## src/rtl/sub_pkg.sv

```systemverilog
// sub_pkg
// Shared definitions for the bit-serial subtract/complement controller.
//   OP_*     : operation codes as presented on the op input
//   state_t  : controller state encoding (2-bit binary, IDLE = 00)
//   decode_op: folds the reserved op code 11 onto plain subtraction
package sub_pkg;

    localparam logic [1:0] OP_SUB  = 2'b00;
    localparam logic [1:0] OP_ONES = 2'b01;
    localparam logic [1:0] OP_TWOS = 2'b10;

    typedef enum logic [1:0] {
        S_IDLE  = 2'b00,
        S_SHIFT = 2'b01,
        S_DONE  = 2'b10
    } state_t;

    // op 11 behaves exactly like A-B, so it is collapsed at capture time
    // and the datapath only ever sees the three real operations.
    function automatic logic [1:0] decode_op(input logic [1:0] op);
        return (op == 2'b11) ? OP_SUB : op;
    endfunction

endpackage

```

## src/rtl/serial_sub_ctrl_if.sv

```systemverilog
// serial_sub_ctrl_if
// Request/result bundle between the operand switches and the controller.
//   start  : request, sampled only while the controller is idle
//   op     : operation code (see sub_pkg)
//   a, b   : operands, captured on the accepted start
//   busy   : high while bits are being processed
//   done   : one-cycle pulse when y/borrow have just been updated
//   y      : result register, held until the next done
//   borrow : final borrow-out, updated together with y
//   state  : controller state, exported for observation
// Handshake: a start is accepted only on a rising edge where the controller
// is idle and start=1; the matching result is valid from the cycle done=1
// and stays valid until the next done. Starts at any other time are dropped.
// Modports: master drives the request side, slave is the controller.
import sub_pkg::*;

interface serial_sub_ctrl_if #(
    parameter int WIDTH = 8
);
    logic             start;
    logic [1:0]       op;
    logic [WIDTH-1:0] a;
    logic [WIDTH-1:0] b;
    logic             busy;
    logic             done;
    logic [WIDTH-1:0] y;
    logic             borrow;
    state_t           state;

    modport master (
        output start, op, a, b,
        input  busy, done, y, borrow, state
    );

    modport slave (
        input  start, op, a, b,
        output busy, done, y, borrow, state
    );
endinterface

```

## src/rtl/full_sub.sv

```systemverilog
// full_sub
// Combinational one-bit full subtractor computing a - b - bin.
//   a, b : operand bits
//   bin  : borrow in
//   d    : difference bit
//   bout : borrow out
module full_sub (
    input  logic a,
    input  logic b,
    input  logic bin,
    output logic d,
    output logic bout
);
    assign d    = a ^ b ^ bin;
    assign bout = (~a & b) | (~(a ^ b) & bin);
endmodule

```

## src/rtl/serial_sub_ctrl.sv

```systemverilog
// serial_sub_ctrl
// Bit-serial controller that runs one shared full subtractor over WIDTH
// cycles, LSB first, to produce A-B, ~A or 0-A.
//   clk   : clock, rising edge
//   rst_n : asynchronous active-low reset
//   bus   : slave side of serial_sub_ctrl_if (start/op/a/b in,
//           busy/done/y/borrow/state out)
// Timing: start accepted on edge k -> busy after k, bits on k+1..k+WIDTH,
// done/y/borrow after k+WIDTH, back in IDLE after k+WIDTH+1.
import sub_pkg::*;

module serial_sub_ctrl #(
    parameter int WIDTH = 8
) (
    input  logic                clk,
    input  logic                rst_n,
    serial_sub_ctrl_if.slave    bus
);
    localparam int CW = (WIDTH > 1) ? $clog2(WIDTH) : 1;

    state_t           state;
    logic [CW-1:0]    cnt;
    logic [WIDTH-1:0] a_sr;
    logic [WIDTH-1:0] b_sr;
    logic [WIDTH-1:0] res_sr;
    logic [1:0]       op_r;
    logic             bchain;
    logic             busy_r;
    logic             done_r;
    logic [WIDTH-1:0] y_r;
    logic             borrow_r;

    logic cell_a;
    logic cell_b;
    logic cell_bin;
    logic cell_d;
    logic cell_bout;

    // Operand steering for the shared bit cell. Two's complement is 0 - A;
    // ones complement is 1 - A with the borrow chain cut, giving ~A[i].
    always_comb begin
        cell_a   = a_sr[0];
        cell_b   = b_sr[0];
        cell_bin = bchain;
        case (op_r)
            OP_ONES: begin
                cell_a   = 1'b1;
                cell_b   = a_sr[0];
                cell_bin = 1'b0;
            end
            OP_TWOS: begin
                cell_a   = 1'b0;
                cell_b   = a_sr[0];
            end
            default: begin
                cell_a   = a_sr[0];
                cell_b   = b_sr[0];
            end
        endcase
    end

    full_sub u_cell (
        .a    (cell_a),
        .b    (cell_b),
        .bin  (cell_bin),
        .d    (cell_d),
        .bout (cell_bout)
    );

    always_ff @(posedge clk or negedge rst_n) begin
        if (!rst_n) begin
            state    <= S_IDLE;
            cnt      <= '0;
            a_sr     <= '0;
            b_sr     <= '0;
            res_sr   <= '0;
            op_r     <= OP_SUB;
            bchain   <= 1'b0;
            busy_r   <= 1'b0;
            done_r   <= 1'b0;
            y_r      <= '0;
            borrow_r <= 1'b0;
        end else begin
            case (state)
                S_IDLE: begin
                    done_r <= 1'b0;
                    if (bus.start) begin
                        a_sr   <= bus.a;
                        b_sr   <= bus.b;
                        op_r   <= decode_op(bus.op);
                        cnt    <= '0;
                        bchain <= 1'b0;
                        res_sr <= '0;
                        busy_r <= 1'b1;
                        state  <= S_SHIFT;
                    end
                end
                S_SHIFT: begin
                    // Difference bits enter from the MSB side so that after
                    // WIDTH shifts bit 0 has arrived at the LSB.
                    res_sr <= {cell_d, res_sr[WIDTH-1:1]};
                    a_sr   <= a_sr >> 1;
                    b_sr   <= b_sr >> 1;
                    bchain <= cell_bout;
                    cnt    <= cnt + 1'b1;
                    if (cnt == CW'(WIDTH - 1)) begin
                        // Result is published on the edge that enters DONE
                        // so y/borrow are valid in the same cycle as done.
                        y_r      <= {cell_d, res_sr[WIDTH-1:1]};
                        borrow_r <= cell_bout;
                        busy_r   <= 1'b0;
                        done_r   <= 1'b1;
                        state    <= S_DONE;
                    end
                end
                S_DONE: begin
                    done_r <= 1'b0;
                    state  <= S_IDLE;
                end
                default: begin
                    busy_r <= 1'b0;
                    done_r <= 1'b0;
                    state  <= S_IDLE;
                end
            endcase
        end
    end

    assign bus.busy   = busy_r;
    assign bus.done   = done_r;
    assign bus.y      = y_r;
    assign bus.borrow = borrow_r;
    assign bus.state  = state;

endmodule

```

## src/flat_wrapper.sv

```systemverilog
// flat-port wrapper written by rule: the top's interface ports become plain ports
module serial_sub_ctrl_flat 
#(
    parameter int WIDTH = 8
)
  (clk, rst_n, bus_start, bus_op, bus_a, bus_b, bus_busy, bus_done, bus_y, bus_borrow, bus_state);
  serial_sub_ctrl_if #(.WIDTH(WIDTH)) bus_i ();
  input  logic clk;
  input  logic rst_n;
  input wire logic [$bits(bus_i.start)-1:0] bus_start;
  input wire logic [$bits(bus_i.op)-1:0] bus_op;
  input wire logic [$bits(bus_i.a)-1:0] bus_a;
  input wire logic [$bits(bus_i.b)-1:0] bus_b;
  output wire logic [$bits(bus_i.busy)-1:0] bus_busy;
  output wire logic [$bits(bus_i.done)-1:0] bus_done;
  output wire logic [$bits(bus_i.y)-1:0] bus_y;
  output wire logic [$bits(bus_i.borrow)-1:0] bus_borrow;
  output wire logic [$bits(bus_i.state)-1:0] bus_state;
  assign bus_i.start = bus_start;
  assign bus_i.op = bus_op;
  assign bus_i.a = bus_a;
  assign bus_i.b = bus_b;
  assign bus_busy = bus_i.busy;
  assign bus_done = bus_i.done;
  assign bus_y = bus_i.y;
  assign bus_borrow = bus_i.borrow;
  assign bus_state = bus_i.state;
  serial_sub_ctrl #(.WIDTH(WIDTH)) u_core (.clk(clk), .rst_n(rst_n), .bus(bus_i));
endmodule
```

## config.mk

```make
export PLATFORM = sky130hd
export DESIGN_NAME = serial_sub_ctrl_flat
export DESIGN_NICKNAME = d
export VERILOG_FILES = /design/src/rtl/sub_pkg.sv /design/src/rtl/serial_sub_ctrl_if.sv /design/src/rtl/full_sub.sv /design/src/rtl/serial_sub_ctrl.sv /design/src/flat_wrapper.sv
export SDC_FILE = /design/constraint.sdc
export NUM_CORES = 1
export LEC_CHECK = 0
export BUFFER_PORTS_ARGS = -buffer_cell sky130_fd_sc_hd__buf_4
export CAP_MARGIN = 20
export CORE_MARGIN = 2
export CORE_UTILIZATION = 54
export CTS_CLUSTER_SIZE = 25
export DETAILED_ROUTE_END_ITERATION = 8
export HOLD_SLACK_MARGIN = 0.02
export MAX_ROUTING_LAYER = met4
export PLACE_DENSITY = 0.79
export SLEW_MARGIN = 20
export SYNTH_ARGS = -nofsm -noshare
export SYNTH_HDL_FRONTEND = slang
export SYNTH_SLANG_ARGS = --single-unit
export TNS_END_PERCENT = 20
```

## constraint.sdc

```tcl
create_clock -name clk -period 2.5 [get_ports clk]
set_input_delay 0.25 -clock clk [delete_from_list [all_inputs] [get_ports clk]]
set_output_delay 0.25 -clock clk [all_outputs]
set_load 0.1 [all_outputs]
```

After elaboration in Yosys (flattened, before gate mapping)
Index checks and enable logic that the tools add are counted.

storage, ports and cells
  memories kept = 0
  logic and storage cells = 58
  memory bits (read-only) = 0
  bits of input ports = 21
  latch bits = 0
  memory bits (writable) = 0
  register bits = 43
  output and inout bits = 13

operators by class
  $add $sub $neg = 1
  shift-type cells = 0
  $lt $le $gt $ge = 0
  div/mod/pow operators = 0
  reduce and logical (&&, ||, !) cells = 8
  muxes and demuxes = 22
  eq/ne operators = 8
  $mul = 0
  bitwise gates (word level) = 8

operators with widths
  operator                                                               count
  8-bit one-hot mux with 2 select lines                                  3
  8-bit two-way mux                                                      3
  2-bit AND reduction                                                    4
  1-bit two-way mux                                                      7
  2-bit equality test, second input constant                             3
  2-bit two-way mux                                                      3
  3-bit one-hot mux with 2 select lines                                  1
  2-bit by 1-bit equality test with 1-bit output, second input constant  2
  1-bit one-hot mux with 2 select lines                                  2
  2-bit one-hot mux with 2 select lines                                  1
  3-bit by 1-bit adder with 3-bit output, second input constant          1
  3-bit equality test, second input constant                             1
  3-bit two-way mux                                                      1
  1-bit NOT                                                              3
  1-bit one-hot mux with 3 select lines                                  1
  3-bit AND reduction                                                    1
  1-bit AND                                                              2
  2-bit zero test                                                        1
  2-bit by 1-bit != test with 1-bit output, second input constant        1
  2-bit != test, second input constant                                   1
  2-bit nonzero test                                                     1
  2-bit OR reduction                                                     1
  1-bit XOR                                                              2
  1-bit bitwise OR                                                       1

Logic depth before layout (Yosys ltp)
Gate-level depths: netlist of the first run.

  word-level depth = 8
  depth in mapped cells = 6
  gate-level depth less buffers = 5

By module
From an unflattened synthesis of the first run, not the netlist that was laid out.

second synthesis, totals
  cell total of the unflattened synthesis = 160
  area, all modules = 1,956.9 µm²

modules (own cells, without submodules)
  module           area each (µm²)  times used  seq. area each (µm²)  cells each
  serial_sub_ctrl  1,925.6          1           1,051.0               156
  full_sub         31.3             1           0.0                   4

Worst setup path after synthesis of the first run
No wires, ideal clock.

  kind = register -> register
  start = register u_core.op_r[0]
  end = register u_core.y_r[7] (netlist: u_core.bus.y[7])
  setup slack = 625 ps
  data required time = 2,374 ps
  library setup time = 126 ps
  data arrival time = 1,749 ps
  period minus slack after synthesis = 1,875 ps
  stages on the path, launching flop included = 5
  path buffers = 0
  cell sequence = dfrtp_1 > ha_1 > mux2_2 > fa_1 > mux2_2

on the way
  cells in the longest elaborated chain, start to end = 5
  elaborated cells on any way between the ends = 8
  those cells by class = eq/ne (2); mux (3); bitwise (2); reduce/logical (1)

ends and longest elaborated chain
  what                                                                                          line                    source
  start, declared                                                                               serial_sub_ctrl.sv:26   logic [1:0] op_r;
  start signal, assigned                                                                        serial_sub_ctrl.sv:90   op_r <= decode_op(bus.op);
  2-bit by 1-bit equality test with 1-bit output / 2-bit equality test (equally long branches)  serial_sub_ctrl.sv:45   case (op_r)
  2-bit OR reduction (no line)                                                                  -
  1-bit two-way mux                                                                             serial_sub_ctrl.sv:45
  1-bit XOR                                                                                     full_sub.sv:14          assign d = a ^ b ^ bin;
  1-bit XOR (*)                                                                                 full_sub.sv:14
  via u_core.cell_d                                                                             serial_sub_ctrl.sv:36   logic cell_d;
  end signal, assigned                                                                          serial_sub_ctrl.sv:109  y_r <= {cell_d, res_sr[WIDTH-1:1]};
  end, declared                                                                                 serial_sub_ctrl.sv:30   logic [WIDTH-1:0] y_r;

The timed path passes the listed nets; every way through them passes the cells marked *.
A chain may end at the register's enable or synchronous reset.

Worst setup path in the final report of the first run
Same ends and word-level chain as after synthesis.

==> flow_summary_export.csv, run 1 <==
group,metric,value,unit
grt,track_usage,19.28,%
worst_setup_path,path_common_cell,"mux2_2",
worst_setup_path,worst_setup_path_end_kind,"register",
status,status,"complete, no violations",
grt,grt-busiest-layer,"met2",
grt,grt_antenna_before_repair,0,
timing,period_needed,1.941,ns
die,io_pins,34,
worst_setup_path,r2r_end,"u_core.bus.y[7]$_DFFE_PN0P_",
yosys,synth_fa_ha_area_share,2.951,%
yosys,synthDistinctLibCells,28,
worst_setup_path,critical-path-top-delay-family,"adder cells",
yosys,synth-seq-area-share,53.88,%
grt,grt_max_degree,43,
timing,fin_ws,0.5592,ns
die,initial_core_util,57.11,%
finish,diodes,0,
timing,slew_viol_final,0,
placement,dpl_cell_area,2188,um2
worst_setup_path,cp_max_fo,2,
die,die_y,64.10,um
timing,relSlewSlack,56.60,%
routing,wl_per_cell,13.81,um
cts,path_clk_slew,0.11,ns
flow_run,maxCapViolCount,0,
cts,clock_latency,0.34,ns
placement,hpwl,2290,um
worst_setup_path,critical_path_class,"register to register",
yosys,synth_xor_area_share,0,%
routing,dr_total_vias,1275,
timing,final_hold_viol_count,0,
finish,mostFrequentLayoutCell,"dfrtp_1",
die,core,3416,um2
placement,place_congestion,0.7349,
timing,setup_viol_count_final,0,
finish,area_growth,15.33,%
grt,use_met1,25.18,%
yosys,yosysWarnings,0,
finish,final_area,2250,um2
routing,drc,0,
placement,dp.cells,234,
grt,grtUsageMet2,30.21,%
worst_setup_path,cp_num_buf_inv,0,
placement,port_buffers,33,
hold_path,min-delay-start,"bus_op[1]",
yosys,synthSimpleGateAreaFrac,13.73,%
finish,drive_gt1_share,36.92,%
cts,cts_tree,"done",
grt,overflow,0,
placement,place_ws,0.5752,ns
finish,final_cell_mix,"42 x dfrtp_1, 36 x buf_4, 31 x nor2_1, 12 x a211oi_2, 11 x a22o_1",
power_and_ir_drop,power_density,1440,nW/um2
worst_setup_path,regToRegStartpoint,"u_core.op_r[0]$_DFFE_PN0P_",
yosys,synth_cells,164,
routing,drtIter0Drc,86,
yosys,yosys_register_bits,42,
timing,clock_skew,0.004954,ns
yosys,syn-num-nets,189,
finish,final_util,65.86,%
power_and_ir_drop,ir_worst_vdd,0.5643,mV
worst_setup_path,slowest_delay,0.49,ns
cts,post_cts_resized,0,
routing,wirelength,3328,um
routing,dr.pass1.iters,4,
timing,worstMarginPinSlew,0.6496,ns
yosys,postSynthAreaPerCell,11.89,um2
grt,grt_pass1_vias,1250,
routing,antenna_left,0,
routing,via_per_inst,5.290,
worst_setup_path,worst-endpoint-required,2.74,ns
hold_path,hp-class,"input port to register",
die,dieArea,4109,um2
yosys,synth_top_family_by_area,"compound AO/OA/AOI/OAI gates",
worst_setup_path,r2r_cells,4,
yosys,synth_compound_area_share,17.64,%
finish,fin_cells,241,
power_and_ir_drop,leakagePower,1.058,nW
power_and_ir_drop,finalPower,3.240,mW
grt,grt_use_met3,4.754,%
timing,period_share,77.63,%
worst_setup_path,slowest_stage,"fa_1",
yosys,synthMuxAreaShare,6.222,%
hold_path,whs_path_depth,2,
timing,final.setup.tns,0,ns
finish,nets,221,
cts,numCtsBuffers,5,
worst_setup_path,cp.arrival,2.18,ns
timing,rsz0062_at_grt,"false",
grt,grt_pass1_wl,5940,um
worst_setup_path,worstPathCellList,"ha_1, mux2_2, fa_1, mux2_2",
cts,cts-root-buf,"clkbuf_4",
cts,max-clock-path-buffers,2,
timing,fmax,515.2,MHz
timing,whs,0.09596,ns
hold_path,min_to,"u_core.op_r[0]$_DFFE_PN0P_",
cts,post-cts-setup-buffers,0,
yosys,netlist_area,1951,um2
worst_setup_path,cp-start-kind,"register",
die,rows,21,
die,die_x,64.10,um
cts,clkSinkCount,42,
cts,h-tree-depth,2,
worst_setup_path,rrSetupSlack,0.56,ns
[cell families after synthesis]
family	Yosys count
adder cells (fa/ha/maj)	4
buffers and inverters	17
multiplexers	11
AO/OA/AOI/OAI	35
flip-flops	42
AND/OR/NAND/NOR	55
[layer usage]
metal  share of wire, %  vias to the layer above
met4                1.3                        0
met5                  0                        -
li1                   -                      635
met2                 49                       29
met1                 46                      604
met3                4.4                        7
[state kept, by name, summed over array words and instances (netlist names), 2 cells and up]
signal / flops
u_core.bus.state: 2
u_core.cnt: 3
u_core.bus.y: 8
u_core.res_sr: 7
u_core.b_sr: 8
u_core.a_sr: 8
u_core.op_r: 2
[worst reg2reg max path, delay by kind of cell, from the launching register on]
| family | cells | cell delay (ns) |
|---|---|---|
| fa+ha+maj | 2 | 0.81 |
| mux | 2 | 0.62 |
| flops | 1 | 0.41 |
[worst max path at each step]
stage	startpoint	to	slack [ns]	cells past startpoint
after floorplan	u_core.op_r[0]$_DFFE_PN0P_	u_core.bus.y[7]$_DFFE_PN0P_	0.63	4
after global placement	u_core.op_r[0]$_DFFE_PN0P_	u_core.bus.y[7]$_DFFE_PN0P_	0.61	4
after detailed placement	u_core.op_r[0]$_DFFE_PN0P_	u_core.bus.y[7]$_DFFE_PN0P_	0.58	4
after CTS	u_core.op_r[0]$_DFFE_PN0P_	u_core.bus.y[7]$_DFFE_PN0P_	0.55	4
after global routing	u_core.op_r[0]$_DFFE_PN0P_	u_core.bus.y[7]$_DFFE_PN0P_	0.48	4
final	u_core.op_r[0]$_DFFE_PN0P_	u_core.bus.y[7]$_DFFE_PN0P_	0.56	4
[cell usage after synthesis (all sizes together)]
cell     n  area share [%]
a211oi  14             8.5
a21boi   1            0.39
a21oi    1            0.26
a22o    11             4.9
buf     12             4.6
dfrtp   42              54
fa       1             1.0
ha       3             1.9
inv      5            0.96
mux2     9             5.2
mux2i    2             1.0
nand2    5            0.96
nand2b   3            0.96
nand3b   1            0.39
nor2    31             6.0
nor2b    1            0.32
nor3    14             5.1
o21ai    4             1.0
o21ba    1            0.83
o21bai   1            0.58
o22ai    1            0.32
o41ai    1            0.83
[power breakdown]
part	total (mW)	switching (mW)	internal, mW
registers	1.17	0.183	0.984
clock network	0.329	0.202	0.127
logic	1.74	1.15	0.589
total	3.24	1.54	1.70
[layout make-up]
type / count / area (um2)
inverter: 5 / 18.77
multi-input combinational: 105 / 790.8
timing repair buffer: 37 / 280.3
tap: 46 / 57.56
sequential: 42 / 1051
clock buffer: 6 / 51.30
fill: 282 / 1166
[what timing repair did]
| action | in CTS | in global routing |
|---|---|---|
| hold buffers | 1 | 0 |
| endpoints found under the setup margin | 0 | 0 |
| endpoints found under the hold margin | 42 | 0 |
No activity file was read; power rests on OpenSTA's default activity.
==> inputs of run 2 (changes only) <==
--- a/config.mk
+++ b/config.mk
@@ -5,6 +5,7 @@
 export SDC_FILE = /design/constraint.sdc
 export NUM_CORES = 1
 export LEC_CHECK = 0
+export ABC_AREA = 1
 export BUFFER_PORTS_ARGS = -buffer_cell sky130_fd_sc_hd__buf_4
 export CAP_MARGIN = 20
 export CORE_MARGIN = 2
==> constraint.sdc (replaced) <==
create_clock -name clk -period 2 [get_ports clk]
set_input_delay 0.2 -clock clk [delete_from_list [all_inputs] [get_ports clk]]
set_output_delay 0.2 -clock clk [all_outputs]
set_load 0.1 [all_outputs]
==> run 2 against run 1 <==
  * First-iteration DRC count is 2.3% lower
  * Total power is 40% higher
  * Die area is 4.6% higher
  * Highest routed layer unchanged
  * Non-clock buffer count is 2 lower
  * Largest cell class unchanged
  * Count of clock-buffer cells in the layout stayed put
==> flow_summary_export.csv, run 2 <==
group,metric,value,unit
placement,place_congestion,0.7884,
power_and_ir_drop,power_density,1892,nW/um2
grt,overflow,0,
placement,place_ws,0.3169,ns
timing,final.setup.tns,0,ns
cts,post_cts_resized,0,
yosys,postSynthAreaPerCell,8.823,um2
grt,grt_pass1_vias,1537,
yosys,yosysTopAreaCell,"dfrtp_1",
yosys,synth_common_cells,"72 x nand2_1, 42 x dfrtp_1, 30 x inv_1",
worst_setup_path,worst_setup_path_end_kind,"register",
yosys,yosys_register_bits,42,
routing,via_per_inst,4.902,
die,die_y,65.57,um
routing,wl_met2,1666,um
worst_setup_path,r2r_cells,5,
cts,numCtsBuffers,5,
flow_run,maxCapViolCount,0,
yosys,synth-seq-area-share,51.34,%
routing,antenna_left,0,
cts,post-cts-setup-buffers,0,
finish,diodes,0,
timing,worstMarginPinSlew,0.5340,ns
power_and_ir_drop,ir_worst_vdd,0.6912,mV
yosys,synth_most_common_cell,"nand2_1",
worst_setup_path,slowest_stage,"fa_1",
worst_setup_path,cp.arrival,1.86,ns
worst_setup_path,setup.worst_path.start,"u_core.op_r[0]$_DFFE_PN0P_",
worst_setup_path,cp.depth,5,
cts,clock_latency,0.30,ns
hold_path,min-delay-start,"bus_a[7]",
worst_setup_path,cp_max_fo,3,
timing,clock_skew,0.003308,ns
timing,rsz0062_at_grt,"false",
die,initial_core_util,55.91,%
die,io_pins,34,
routing,drc,0,
timing,setup_viol_count_final,0,
timing,relSlewSlack,64.40,%
routing,top_layer,"met4",
hold_path,hp-class,"input port to register",
yosys,netlist_area,2047,um2
yosys,synth_ff_type,"dfrtp_1",
placement,port_buffers,33,
cts,cts_tree,"done",
routing,drtIter0Drc,84,
cts,max-clock-path-buffers,2,
timing,period_share,83.93,%
worst_setup_path,endpoint,"u_core.res_sr[7]$_DFFE_PN0P_",
worst_setup_path,worst-endpoint-required,2.18,ns
worst_setup_path,worstPathCellList,"ha_1, o21ai_0, fa_1, nand2_1, o21ai_2",
worst_setup_path,rrSetupSlack,0.32,ns
grt,grt_max_degree,43,
finish,drive_gt1_share,26.97,%
yosys,synthDistinctLibCells,20,
worst_setup_path,regToRegStartpoint,"u_core.op_r[0]$_DFFE_PN0P_",
cts,h-tree-depth,2,
grt,grt_antenna_before_repair,0,
cts,cts-root-buf,"clkbuf_8",
finish,mostFrequentLayoutCell,"nand2_1",
routing,wl_per_cell,11.57,um
timing,fmax,595.7,MHz
worst_setup_path,critical-path-top-delay-family,"adder cells",
routing,routed-wl-met3,162,um
yosys,synth-async-reset-ratio,100.0,%
timing,fin_ws,0.3214,ns
placement,hpwl,2492,um
worst_setup_path,critical_path_class,"register to register",
hold_path,whs_path_depth,3,
grt,track_usage,20.69,%
die,rows,22,
status,status,"complete, no violations",
die,die_x,65.57,um
timing,final_hold_viol_count,0,
finish,area_growth,16.93,%
die,dieArea,4299,um2
timing,period_needed,1.679,ns
worst_setup_path,cp_num_buf_inv,0,
power_and_ir_drop,leakagePower,1.292,nW
yosys,yosysWarnings,0,
worst_setup_path,cp-start-kind,"register",
routing,dr.pass1.iters,4,
yosys,synth_edf_count,0,
worst_setup_path,slowest_delay,0.45,ns
worst_setup_path,r2r_end,"u_core.res_sr[7]$_DFFE_PN0P_",
yosys,synth_cells,232,
yosys,syn-num-nets,257,
routing,dr_total_vias,1544,
grt,grt_pass1_wl,6582,um
yosys,ys_top_cells_by_area,"dfrtp_1 51%, nand2_1 13%, o21ai_2 7.3%, nand3_1 5.6%, inv_1 5.5%",
routing,met1Wirelength,1766,um
timing,slew_viol_final,0,
cts,clkSinkCount,42,
die,core,3661,um2
cts,path_clk_slew,0.08,ns
yosys,yosys.area.top_type_share,51.34,%
routing,wirelength,3643,um
finish,nets,291,
finish,final_util,65.38,%
finish,final_cell_mix,"72 x nand2_1, 42 x dfrtp_1, 34 x buf_4, 30 x inv_1, 23 x nand3_1",
run 2: layout make-up:
type	count	area, um2
Clock buffer	6	82.58
Clock inverter	2	12.51
Fill cell	322	1267
Inverter	31	118.9
Multi-Input combinational cell	151	803.3
Sequential cell	42	1051
Tap cell	48	60.06
Timing Repair Buffer	35	265.3
run 2: report_power, final:
part | switching, mW | leakage [nW] | internal [mW]
clock network | 0.290 | 0.0472 | 0.277
logic | 1.78 | 0.720 | 0.687
registers | 0.254 | 0.524 | 1.24
total | 2.32 | 1.29 | 2.21
run 2: per-layer routing:
metal | track usage (%) | up-vias
li1 | - | 788
met1 | 26.42 | 727
met2 | 31.89 | 24
met3 | 5.822 | 5
met4 | 7.292 | 0
met5 | - | -
run 2: worst min-delay path by stage:
stage                     slack, ns                         end
after global routing           0.12  u_core.b_sr[7]$_DFFE_PN0P_
after detailed placement       0.22  u_core.a_sr[6]$_DFFE_PN0P_
after global placement         0.22  u_core.a_sr[6]$_DFFE_PN0P_
after floorplan                -0.1  u_core.a_sr[0]$_DFFE_PN0P_
after CTS                      0.10  u_core.a_sr[7]$_DFFE_PN0P_
final                          0.11  u_core.a_sr[7]$_DFFE_PN0P_
run 2: what timing repair did:
action                     CTS  global route
setup endpoints to repair    0             0
hold buffers                 1             0
hold endpoints to repair    42             0
run 2: worst register-to-register path, cell delays in order (launching register included):
cell and delay [ns]:
dfrtp_1 0.38, ha_1 0.33, o21ai_0 0.26, fa_1 0.45, nand2_1 0.09, o21ai_2 0.05
run 2: kinds of logic after synthesis:
logic type / after synthesis / synth area share [%]
AND/OR/NAND/NOR: 122 / 26.77
flip-flops: 42 / 51.34
buffers and inverters: 39 / 9.413
AO/OA/AOI/OAI: 24 / 9.168
adder cells (fa/ha/maj): 4 / 2.812
multiplexers: 1 / 0.4890
run 2: metrics by stage:
| step | area [um2] | cells | hold WS (ns) | power (mW) |
|---|---|---|---|---|
| finish | 2394 | 315 | 0.1097 | 4.529 |
| global route | 2394 | 315 | 0.1177 | 4.884 |
| CTS | 2394 | 315 | 0.1033 | 4.573 |
| floorplan | 2047 | 232 | -0.09559 | 3.543 |
| detailed placement | 2288 | 306 | 0.2178 | 3.996 |
| global placement | 2288 | 306 | 0.2193 | 3.944 |
